### src/rtl/bcd_scan_counter_pkg.sv
// Shared constants and helpers for the four-digit BCD scan counter.
package bcd_scan_counter_pkg;

    localparam logic [3:0] BCD_MAX = 4'd9;
    localparam int unsigned SCAN_DIV_DEFAULT = 1000;

    // One-hot digit select patterns, bit k marks digit k (0 = units).
    localparam logic [3:0] DSEL_D0 = 4'b0001;
    localparam logic [3:0] DSEL_D1 = 4'b0010;
    localparam logic [3:0] DSEL_D2 = 4'b0100;
    localparam logic [3:0] DSEL_D3 = 4'b1000;

    // Out-of-range nibbles collapse to zero so a digit never leaves 0..9.
    function automatic logic [3:0] bcd_sanitize(input logic [3:0] n);
        return (n > BCD_MAX) ? 4'd0 : n;
    endfunction

    function automatic logic [3:0] dsel_onehot(input logic [1:0] idx);
        logic [3:0] sel;
        unique case (idx)
            2'd0:    sel = DSEL_D0;
            2'd1:    sel = DSEL_D1;
            2'd2:    sel = DSEL_D2;
            default: sel = DSEL_D3;
        endcase
        return sel;
    endfunction

endpackage

### src/rtl/bcd_digit.sv
// One decade cell: a registered BCD digit that steps when ci is high and
// raises co combinationally when that step rolls over (9->0 up, 0->9 down).
module bcd_digit
    import bcd_scan_counter_pkg::*;
(
    input  logic       clk,
    input  logic       rst_n,
    input  logic       clr,
    input  logic       load,
    input  logic [3:0] load_val,
    input  logic       ci,
    input  logic       up,
    output logic [3:0] q,
    output logic       co
);

    logic [3:0] r_q;
    logic [3:0] w_q_step;

    // Next value if this digit steps; rollover is flagged on co.
    always_comb begin
        w_q_step = r_q;
        if (up) begin
            w_q_step = (r_q >= BCD_MAX) ? 4'd0 : r_q + 4'd1;
        end else begin
            w_q_step = (r_q == 4'd0) ? BCD_MAX : r_q - 4'd1;
        end
    end

    assign co = ci && (up ? (r_q == BCD_MAX) : (r_q == 4'd0));
    assign q  = r_q;

    // Digit register: clr beats load beats step.
    always_ff @(posedge clk or negedge rst_n) begin
        if (!rst_n) begin
            r_q <= 4'd0;
        end else if (clr) begin
            r_q <= 4'd0;
        end else if (load) begin
            r_q <= bcd_sanitize(load_val);
        end else if (ci) begin
            r_q <= w_q_step;
        end
    end

endmodule

### src/rtl/bcd_scan_counter.sv
// Four-digit up/down BCD counter with a multiplexed 7-segment scan output.
module bcd_scan_counter
    import bcd_scan_counter_pkg::*;
#(
    parameter int unsigned SCAN_DIV = SCAN_DIV_DEFAULT
) (
    input  logic        clk,
    input  logic        rst_n,
    input  logic        clr,
    input  logic        load,
    input  logic [15:0] load_val,
    input  logic        en,
    input  logic        up,
    output logic [15:0] count,
    output logic        carry,
    output logic [3:0]  digit,
    output logic [3:0]  dsel
);

    localparam logic [15:0] PRESC_LAST = 16'(SCAN_DIV - 1);

    logic [4:0]  w_ci;
    logic [3:0]  w_co;
    logic        r_carry;
    logic [15:0] r_presc;
    logic [1:0]  r_scan;
    logic [3:0]  r_dsel;
    logic        w_presc_wrap;
    logic [1:0]  w_scan_next;

    // Ripple chain: en feeds the units cell, each co enables the next decade.
    assign w_ci[0] = en;

    for (genvar k = 0; k < 4; k++) begin : g_digit
        bcd_digit u_digit (
            .clk      (clk),
            .rst_n    (rst_n),
            .clr      (clr),
            .load     (load),
            .load_val (load_val[4*k +: 4]),
            .ci       (w_ci[k]),
            .up       (up),
            .q        (count[4*k +: 4]),
            .co       (w_co[k])
        );
        assign w_ci[k+1] = w_co[k];
    end

    // Wrap pulse: thousands rollover, suppressed when clr or load takes the cycle.
    always_ff @(posedge clk or negedge rst_n) begin
        if (!rst_n) begin
            r_carry <= 1'b0;
        end else begin
            r_carry <= w_co[3] && !clr && !load;
        end
    end

    assign w_presc_wrap = (r_presc >= PRESC_LAST);
    assign w_scan_next  = r_scan + 2'd1;

    // Free-running prescaler; scan index and its one-hot select move together.
    always_ff @(posedge clk or negedge rst_n) begin
        if (!rst_n) begin
            r_presc <= 16'd0;
            r_scan  <= 2'd0;
            r_dsel  <= DSEL_D0;
        end else if (w_presc_wrap) begin
            r_presc <= 16'd0;
            r_scan  <= w_scan_next;
            r_dsel  <= dsel_onehot(w_scan_next);
        end else begin
            r_presc <= r_presc + 16'd1;
        end
    end

    // Digit mux reads registered count and index, so it can never skew from dsel.
    always_comb begin
        digit = 4'd0;
        unique case (r_scan)
            2'd0:    digit = count[3:0];
            2'd1:    digit = count[7:4];
            2'd2:    digit = count[11:8];
            default: digit = count[15:12];
        endcase
    end

    assign carry = r_carry;
    assign dsel  = r_dsel;

endmodule

### config.mk
export PLATFORM = sky130hd
export DESIGN_NAME = bcd_scan_counter
export DESIGN_NICKNAME = d
export VERILOG_FILES = /design/src/rtl/bcd_scan_counter_pkg.sv /design/src/rtl/bcd_digit.sv /design/src/rtl/bcd_scan_counter.sv
export SDC_FILE = /design/constraint.sdc
export NUM_CORES = 1
export LEC_CHECK = 0
export ABC_AREA = 0
export ABC_CLOCK_PERIOD_IN_PS = 2200
export CAP_MARGIN = 20
export CELL_PAD_IN_SITES_DETAIL_PLACEMENT = 1
export CELL_PAD_IN_SITES_GLOBAL_PLACEMENT = 1
export CORE_MARGIN = 3
export CORE_UTILIZATION = 37
export DETAILED_ROUTE_END_ITERATION = 6
export PLACE_DENSITY_LB_ADDON = 0.1
export SYNTH_ARGS = -nofsm -noshare
export SYNTH_HDL_FRONTEND = slang
export SYNTH_SLANG_ARGS = --single-unit
### constraint.sdc
create_clock -name clk -period 2.2 [get_ports clk]
set_clock_uncertainty 0.05 [all_clocks]
set_input_delay 0.33 -clock clk [delete_from_list [all_inputs] [get_ports clk]]
set_output_delay 0.33 -clock clk [all_outputs]
set_load 0.1 [all_outputs]
==> flow_summary.toml, run 1 <==
[power]
p_per_area_nw_per_um2 = 854
intPower_w = 0.00184
p_sw_w = 0.00158
seq_power_share = 0.273
power.leakage_nw = 1.67
comb_power_share = 0.547
max-vdd-ir-drop_mv = 0.375
swShare = 0.462
pwr-share-clk = 0.180

[clocking]
htree_levels = 2
cts_inserted_buffers = 5
clk_latency_ps = 300
tritoncts = "built"
cts.sinks = 39
cts_root_buffer = "clkbuf_8"
clockBufferDepth = 2
path_clk_slew_ps = 80

[worst_setup_path]
cp_max_fo = 4
cp-start-kind = "flop"
rrSetupSlack_ps = 90
r2r-start = "g_digit[1].u_digit.q[0]"
worst_setup_path_end_kind = "output pin"
crit_type = "flop to output pin"
worstPathArrival_ps = 1830
crit_required_ps = 1820
critPathLaunch = "r_scan[1]"

[logic_synthesis]
synth_top_area_cell = "dfrtp_1"
synth-main-ff-cell = "dfrtp_1"
avgSynthCellArea_um2 = 9.01
synth.distinct_cells = 66
yosys_warnings = 0
syn_inst = 317
synth_top_area_frac = 0.333
synth.area.top_cells = "dfrtp_1 33%, ha_1 11%, a21oi_1 3.7%"
async_flop_share = 1.00
ys_seq_elements = 39
syn_area_um2 = 2860
synth-edff-count = 0
yosysSeqAreaShare = 0.342

[finish]
area_delta_synth_final_pct = 40.4
num_antenna_cells = 0
final_cell_mix = "58 x buf_4, 28 x nor2_1, 21 x a21oi_1, 21 x dfrtp_1, 20 x clkdlybuf4s50_1"
fillCellCount = 859
drive_gt1_frac = 0.339
layout_commonest_cell = "buf_4"
nNetsFinal = 443
finalNonFillerCells = 497

[hold_path]
hp-class = "primary input to async pin"

[floorplan]
die_width_um = 93.8
die_y_um = 93.8
fp.dieArea_um2 = 8810
initial_core_util = 0.387
core-area_um2 = 7370
fp-row-count = 31
io_pins = 47

[timing]
post-route-period-util = 1.00
setup-violations-final = 1
hold_violations = 0
rsz0062_at_grt = "true"
layout_setup_ws_ps = -10.2
tns_ps = -10.2
min_period_ps = 2210
drv_slew = 0
clock.fmax_mhz = 452

[grt]
grt_pass1_vias = 2908
grt_max_degree = 17
antenna_found_initial = 0
overflow = 0
grt_pass1_wl_mm = 14.6
grtUsageTotal = 0.207

[routing]
vias = 2729
wirelength_mm = 8.83
first_iter_violations = 123
vias_per_cell = 5.49
firstDrtPassIters = 4
ant_nets = 0
drc = 0
wire_per_inst_um = 17.8

[outcome]
status = "finished with violations"
violations = "setup timing"

[place]
hpwl_mm = 6.52
place_inst = 476
portBuffers = 46
gp_congestion = 0.848

[flow_run]
drv_cap = 0
## Yosys cell counts, types with 5 or more instances
library cell and count:
nor3_1 6, nor2_1 28, clkbuf_1 11, mux2_2 5
nor3b_1 5, o21bai_1 6, a31oi_1 9, ha_1 24
inv_1 23, mux2i_1 6, nand3_1 6, nand4_1 5
nand2b_1 13, o21ai_0 12, o31ai_1 6, a21oi_1 21
dfrtp_1 38, nand2_1 16
## final cells by class
class	instances	area, µm²	share of cell area
sequential	39	1020	0.254
clock buffer	5	68.8	0.0172
inverter	24	104	0.0259
clock inverter	3	43.8	0.0109
timing repair buffer	84	731	0.182
tap	99	124	0.0309
multi-input combinational	243	1920	0.479
## power by group through the flow
stage,logic [W],clock network [W],registers [W]
final,0.00187,0.000615,0.000935
after global routing,0.00199,0.000658,0.000950
after CTS,0.00180,0.000628,0.000925
after detailed placement,0.00170,0,0.000941
after global placement,0.00167,0,0.000931
after floorplan,0.000806,0,0.00132
## what timing repair did
action                                  in CTS  in global routing
pin swaps                                    3                  4
hold buffers                                 1                  0
hold endpoints to repair                    13                  0
endpoints found under the setup margin       4                 15
resized for setup                            8                 17
buffers inserted                             4                  8
## layer usage
| metal | global-route usage | wire, µm | up-vias |
|---|---|---|---|
| li1 | - | - | 1315 |
| met1 | 0.260 | 4060 | 1359 |
| met2 | 0.356 | 4430 | 43 |
| met3 | 0.0401 | 209 | 12 |
| met4 | 0.0674 | 131 | 0 |
| met5 | 0 | 0 | - |
## path summary, 6_finish.rpt
check	end	cells after the start
max	digit[1]	6
min	dsel[1]	2
max reg2reg	g_digit[1].u_digit.q[0]	8
min reg2reg	r_presc[0]	1
max in group asynchronous	dsel[0]	3
min in group clk	r_presc[0]	1
## cells by family after synthesis
kind of cell,after synthesis,share of synthesized area
flip-flops,39,0.342
adder cells (fa/ha/maj),24,0.105
multiplexers,11,0.0408
buffers and inverters,40,0.0570
other,1,0.00131
AO/OA/AOI/OAI,94,0.237
XOR/XNOR,8,0.0245
AND/OR/NAND/NOR,100,0.192
## per-stage QoR
step / hold slack (ps) / area [µm²] / power (W) / util / setup slack (ps)
3_5_place_dp: 213 / 3690 / 0.00264 / 0.500 / -86.8
3_3_place_gp: 213 / 3690 / 0.00261 / 0.500 / 0.636
4_1_cts: 426 / 3870 / 0.00336 / 0.525 / 9.96
6_report: 430 / 4010 / 0.00342 / 0.544 / -10.2
2_1_floorplan: -15.6 / 3020 / 0.00213 / - / -11.5
5_1_grt: 461 / 4010 / 0.00360 / 0.544 / -105
## worst max-delay path: stages, from the launching register on
cell	delay, ps
dfrtp_1	420
buf_4	160
ha_4	170
a222oi_1	350
buf_4	190
mux2i_4	70
buf_12	180
## registers in the layout (all words and copies together) (netlist names)
name,flops
carry,1
r_presc,16
r_scan,2
dsel,4
g_digit.u_digit.q,16
No activity file was read; power rests on OpenSTA's default activity.
==> run 2, diff against run 1 <==
Settings changed: CTS_CLUSTER_DIAMETER from default to 50.
==> results of run 2 <==
Final layout, timing and power as in run 1 (identical DEF).
